==> src/rtl/fetch_pkg.sv <==
// Shared types and constants for the instruction fetch stage.
// FETCH_MISALIGN_CHK_EN adds the ST_HALT state used by misaligned-redirect checking.
package fetch_pkg;

  typedef struct packed {
    logic [31:0] pc;
    logic [31:0] instr;
  } fetch_entry_t;

`ifdef FETCH_MISALIGN_CHK_EN
  typedef enum logic {ST_RUN = 1'b0, ST_HALT = 1'b1} fetch_state_e;
`else
  typedef enum logic {ST_RUN = 1'b0} fetch_state_e;
`endif

  localparam logic [31:0] PC_STEP   = 32'd4;
  localparam logic [31:0] NOP_INSTR = 32'h0000_0013;
  localparam fetch_entry_t FILL_ENTRY = '{pc: 32'h0000_0000, instr: NOP_INSTR};

  function automatic logic is_misaligned(input logic [31:0] pc);
    return (pc[1:0] != 2'b00);
  endfunction

endpackage

==> src/rtl/fetch_fifo.sv <==
// Prefetch FIFO holding fetched words with their PCs; flush has priority over push/pop.
module fetch_fifo #(
  parameter int DEPTH = 4,
  parameter type entry_t = fetch_pkg::fetch_entry_t,
  parameter entry_t FILL = entry_t'('0)
) (
  input  logic                     clk,
  input  logic                     reset,
  input  logic                     push,
  input  logic                     pop,
  input  logic                     flush,
  input  entry_t                   din,
  output entry_t                   dout,
  output logic                     full,
  output logic                     empty,
  output logic [$clog2(DEPTH):0]   count
);

  localparam int AW = $clog2(DEPTH);
  localparam logic [AW:0] FULL_CNT = (AW + 1)'(DEPTH);

  entry_t          mem [DEPTH];
  logic [AW-1:0]   wr_ptr;
  logic [AW-1:0]   rd_ptr;
  logic            do_push;
  logic            do_pop;

  assign empty   = (count == '0);
  assign full    = (count == FULL_CNT);
  assign do_pop  = pop & ~empty;
  // A full FIFO can still accept a word when the head leaves in the same cycle.
  assign do_push = push & (~full | do_pop);
  assign dout    = empty ? FILL & entry_t'('0) : mem[rd_ptr];

  // Pointer and occupancy bookkeeping.
  always_ff @(posedge clk or negedge reset) begin
    if (!reset) begin
      wr_ptr <= '0;
      rd_ptr <= '0;
      count  <= '0;
    end else if (flush) begin
      wr_ptr <= '0;
      rd_ptr <= '0;
      count  <= '0;
    end else begin
      if (do_push) wr_ptr <= wr_ptr + AW'(1);
      if (do_pop)  rd_ptr <= rd_ptr + AW'(1);
      case ({do_push, do_pop})
        2'b10:   count <= count + (AW + 1)'(1);
        2'b01:   count <= count - (AW + 1)'(1);
        default: count <= count;
      endcase
    end
  end

  // Entry storage.
  always_ff @(posedge clk or negedge reset) begin
    if (!reset) begin
      for (int i = 0; i < DEPTH; i++) mem[i] <= FILL;
    end else if (do_push && !flush) begin
      mem[wr_ptr] <= din;
    end
  end

endmodule

==> src/rtl/instr_fetch_unit.sv <==
// RV32I fetch stage: PC register, redirect priority and handshake into the prefetch FIFO.
// Define FETCH_MISALIGN_CHK_EN to halt with a sticky misalign_err on misaligned redirects.
module instr_fetch_unit
  import fetch_pkg::*;
#(
  parameter logic [31:0] RESET_PC = 32'h0000_0000,
  parameter int          DEPTH    = 4
) (
  input  logic        clk,
  input  logic        reset,
  output logic [31:0] instr_addr,
  input  logic [31:0] instr_data,
  output logic        out_valid,
  input  logic        out_ready,
  output logic [31:0] out_instr,
  output logic [31:0] out_pc,
  input  logic        redirect_valid,
  input  logic [31:0] redirect_pc
`ifdef FETCH_MISALIGN_CHK_EN
  ,
  output logic        misalign_err
`endif
);

  fetch_state_e               state;
  fetch_state_e               next_state;
  logic [31:0]                fetch_pc;
  logic [31:0]                next_pc;
  logic                       fetch_en;
  logic                       set_err;
  logic                       pop;
  logic                       full;
  logic                       empty;
  logic [$clog2(DEPTH):0]     count;
  fetch_entry_t               head;
  fetch_entry_t               tail;

  assign instr_addr = fetch_pc;
  assign out_valid  = (count != '0);
  assign pop        = ~empty & out_ready;
  assign out_instr  = head.instr;
  assign out_pc     = head.pc;
  assign tail       = '{pc: fetch_pc, instr: instr_data};

  // Next-state, next-PC and fetch enable; redirect outranks fetching.
  always_comb begin
    next_state = state;
    next_pc    = fetch_pc;
    fetch_en   = 1'b0;
    set_err    = 1'b0;
    case (state)
      ST_RUN: begin
        if (redirect_valid) begin
`ifdef FETCH_MISALIGN_CHK_EN
          next_pc = redirect_pc;
          if (is_misaligned(redirect_pc)) begin
            next_state = ST_HALT;
            set_err    = 1'b1;
          end else begin
            next_state = ST_RUN;
          end
`else
          next_pc = {redirect_pc[31:2], 2'b00};
`endif
        end else if (!full || pop) begin
          fetch_en = 1'b1;
          next_pc  = fetch_pc + PC_STEP;
        end else begin
          next_pc = fetch_pc;
        end
      end
`ifdef FETCH_MISALIGN_CHK_EN
      ST_HALT: next_state = ST_HALT;
`endif
      default: next_state = ST_RUN;
    endcase
  end

  // State and PC registers.
  always_ff @(posedge clk or negedge reset) begin
    if (!reset) begin
      state    <= ST_RUN;
      fetch_pc <= RESET_PC;
    end else begin
      state    <= next_state;
      fetch_pc <= next_pc;
    end
  end

`ifdef FETCH_MISALIGN_CHK_EN
  // Sticky misalignment flag, cleared only by reset.
  always_ff @(posedge clk or negedge reset) begin
    if (!reset) begin
      misalign_err <= 1'b0;
    end else if (set_err) begin
      misalign_err <= 1'b1;
    end else begin
      misalign_err <= misalign_err;
    end
  end
`else
  logic unused_err;
  assign unused_err = set_err;
`endif

  fetch_fifo #(
    .DEPTH   (DEPTH),
    .entry_t (fetch_entry_t),
    .FILL    (FILL_ENTRY)
  ) u_fifo (
    .clk   (clk),
    .reset (reset),
    .push  (fetch_en),
    .pop   (pop),
    .flush (redirect_valid),
    .din   (tail),
    .dout  (head),
    .full  (full),
    .empty (empty),
    .count (count)
  );

endmodule

==> config.mk <==
export PLATFORM = sky130hd
export DESIGN_NAME = instr_fetch_unit
export DESIGN_NICKNAME = d
export VERILOG_FILES = /design/src/rtl/fetch_pkg.sv /design/src/rtl/fetch_fifo.sv /design/src/rtl/instr_fetch_unit.sv
export SDC_FILE = /design/constraint.sdc
export NUM_CORES = 1
export LEC_CHECK = 0
export CAP_MARGIN = 40
export CORE_MARGIN = 5
export CORE_UTILIZATION = 47
export CTS_CLUSTER_SIZE = 28
export DETAILED_ROUTE_END_ITERATION = 16
export HOLD_SLACK_MARGIN = 0.06
export PLACE_DENSITY = 0.73
export SYNTH_ARGS = -nofsm -noshare
export SYNTH_HDL_FRONTEND = slang
export SYNTH_SLANG_ARGS = --single-unit
==> constraint.sdc <==
create_clock -name clk -period 4.14 [get_ports clk]
set_input_delay 0.621 -clock clk [delete_from_list [all_inputs] [get_ports clk]]
set_output_delay 0.621 -clock clk [all_outputs]
set_load 0.01 [all_outputs]
==> flow_metrics.tcl <==
set metrics [dict create \
    synth_flop_cell "dfrtp_1" \
    synth_area_leaders "dfrtp_1, mux2_4, mux4_2, buf_12, and2_1" \
    gr-total-overflow 0 \
    die_w_um 186 \
    grt.total_usage 0.175 \
    drv_slew 0 \
    antenna_found_initial 0 \
    grt_max_degree 136 \
    drt_first_pass_iters 4 \
    synth_commonest_cells "dfrtp_1, mux2_4, and2_1, mux4_2, clkbuf_1" \
    viasPerCell 5.52 \
    vdd_ir_drop_max_mv 0.454 \
    place_area_sq_mm 0.0163 \
    worstPathArrival_ns 2.79 \
    start_util 0.477 \
    remaining_drc_errors 0 \
    fin_crit_sh 0.824 \
    crit_chain "or3_2, buf_12, buf_4, and2_1, clkdlybuf4s50_1" \
    gp_congestion 0.767 \
    dpl.hpwl_um 19300 \
    routedWlPerCell_um 20.8 \
    synth_cell_type_count 41 \
    cp_data_required_time_ns 3.52 \
    async_flop_share 1.00 \
    synth_top_cell_by_area "dfrtp_1" \
    grt_pass1_vias 8985 \
    ioPinCount 165 \
    synth_edf_count 0 \
    synth_seq_cells 285 \
    root_buffer "clkbuf_16" \
    relSlewSlack 0.306 \
    period_needed_ns 3.41 \
    yosysTopAreaCellShare 0.467 \
    synth_area_sq_mm 0.0146 \
    synthCells 927 \
    portBuffers 158 \
    grt_pass1_wl_um 50700 \
    final_area_sq_mm 0.0173 \
    synth_seq_area_share 0.489 \
    run_status "finished clean" \
    cts_max_level 1 \
    synth.avg_cell_area_sq_um 15.8 \
    worst_skew_pair.late_latency_ns 0.54 \
    cp_slowest_stage_delay_ns 0.70 \
    path_max_fanout 35 \
    ys_warn_count 0 \
    finalSetupViolCount 0 \
    drt_iter0_markers 408 \
    worst-setup-path-type "reg2out" \
    yosysMostFrequentCell "dfrtp_1" \
    fmax_ghz 0.293 \
    final-hold-violation-count 0 \
    cellPowerDensity_mw_per_mm2 701 \
    ctsResizeCount 0 \
    fin_skew_ns 0.0141 \
    post_cts_buffers 0 \
    cts_buffer_depth 3 \
    holdWs_ns 0.187 \
    power_leakage_uw 0.00726 \
    tightestPinTransition_ns 1.04 \
    clock_sinks 285 \
    ctsHoldBuffers 0 \
    reg2regPathDepth 4 \
    setup_tns_ns 0 \
    rsz0062_at_grt "no" \
    num_rows 64 \
    cts_buffers 31 \
    die_area_sq_mm 0.0347 \
    drt-total-wl_um 31100 \
    syn_to_final_growth_pct 18.0 \
    end_kind "output port" \
    slowest_stage "or3_2" \
    worstSetupStartpointType "register" \
    post_route_cells_drive_above_1_share 0.369 \
    die_h_um 186 \
    core_area_sq_mm 0.0307 \
    ant_nets 0 \
    n_antenna_cell 0 \
    cts.clk_slew.worst_paths_ns 0.06 \
    max-cap-violations 0 \
    finalNetCount 1147 \
    num_vias 8234 \
    hp-class "in2async" \
    cts_tree "done" \
]
## worst paths after layout
check	start	end	slack, ns
min in group clk	u_fifo.mem[80]$_DFFE_PN0P_	u_fifo.mem[80]$_DFFE_PN0P_	0.50
hold / removal	reset	u_fifo.mem[205]$_DFFE_PN0P_	0.19
setup reg to reg	instr_addr[11]$_DFFE_PN0N_	instr_addr[31]$_DFFE_PN0N_	1.65
hold reg to reg	u_fifo.mem[80]$_DFFE_PN0P_	u_fifo.mem[80]$_DFFE_PN0P_	0.50
setup / recovery	u_fifo.count[0]$_DFFE_PN0P_	out_instr[29]	0.73
max in group asynchronous	reset	u_fifo.count[0]$_DFFE_PN0P_	2.92
## worst max-delay path: cells and delay by family, from the launching register on
family                 cells  cell delay, ns
flip-flops                 1            0.46
buffers and inverters      3            0.92
AND/OR/NAND/NOR            2            0.86
## through the flow
stage           util  setup slack (ns)  std cells  power (uW)
2_1_floorplan      -              1.81        930        7810
3_3_place_gp   0.526             0.757       1430        9320
3_5_place_dp   0.530             0.875       1436        9480
4_1_cts        0.562             0.677       1493       12200
5_1_grt        0.562             0.606       1493       12700
6_report       0.562             0.729       1493       12100
## area by class of cell
type                       instances  area (sq um)
inverter                           6          22.5
multi-input combinational        563          6660
sequential                       285          7150
fill                            2438         13400
clock inverter                     8          71.3
tap                              396           495
timing repair buffer             186          1940
clock buffer                      49           913
## per-layer routing
layer / global-route usage / share of wire
met5: 0 / 0
met4: 0.0373 / 0.021
met2: 0.275 / 0.46
met1: 0.257 / 0.47
met3: 0.0316 / 0.045
## layout by cell type (no fill, tap or decap), types with 18 or more instances in the layout
cell type	synthesis	layout
and2_1	64	64
buf_4	6	18
clkbuf_16	0	31
clkdlybuf4s50_1	0	157
dfrtp_1	273	271
mux2_4	240	240
mux4_2	62	62
nand2_1	25	25
nor2_1	24	24
or4_1	19	19
## sequential cells by signal (all words and copies together) (netlist names)
signal	count
instr_addr	30
u_fifo.count	3
u_fifo.mem	248
u_fifo.rd_ptr	2
u_fifo.wr_ptr	2
## cells by family (layout without fill, tap and decap cells)
family | count (synthesis) | in the layout | share of synthesized area
AO/OA/AOI/OAI | 53 | 53 | 0.0231
flip-flops | 285 | 285 | 0.489
adder cells (fa/ha/maj) | 6 | 6 | 0.00565
XOR/XNOR | 10 | 10 | 0.00599
AND/OR/NAND/NOR | 179 | 179 | 0.0709
multiplexers | 311 | 311 | 0.349
buffers and inverters | 82 | 249 | 0.0561
other | 1 | 4 | 0.000257
## where the power goes
group | leakage, uW | switching (uW) | internal (uW)
combinational | 0.00342 | 1570 | 3170
clock | 0.000483 | 1090 | 1570
sequential | 0.00336 | 733 | 3970
total | 0.00726 | 3390 | 8700
No activity file was read; power rests on OpenSTA's default activity.
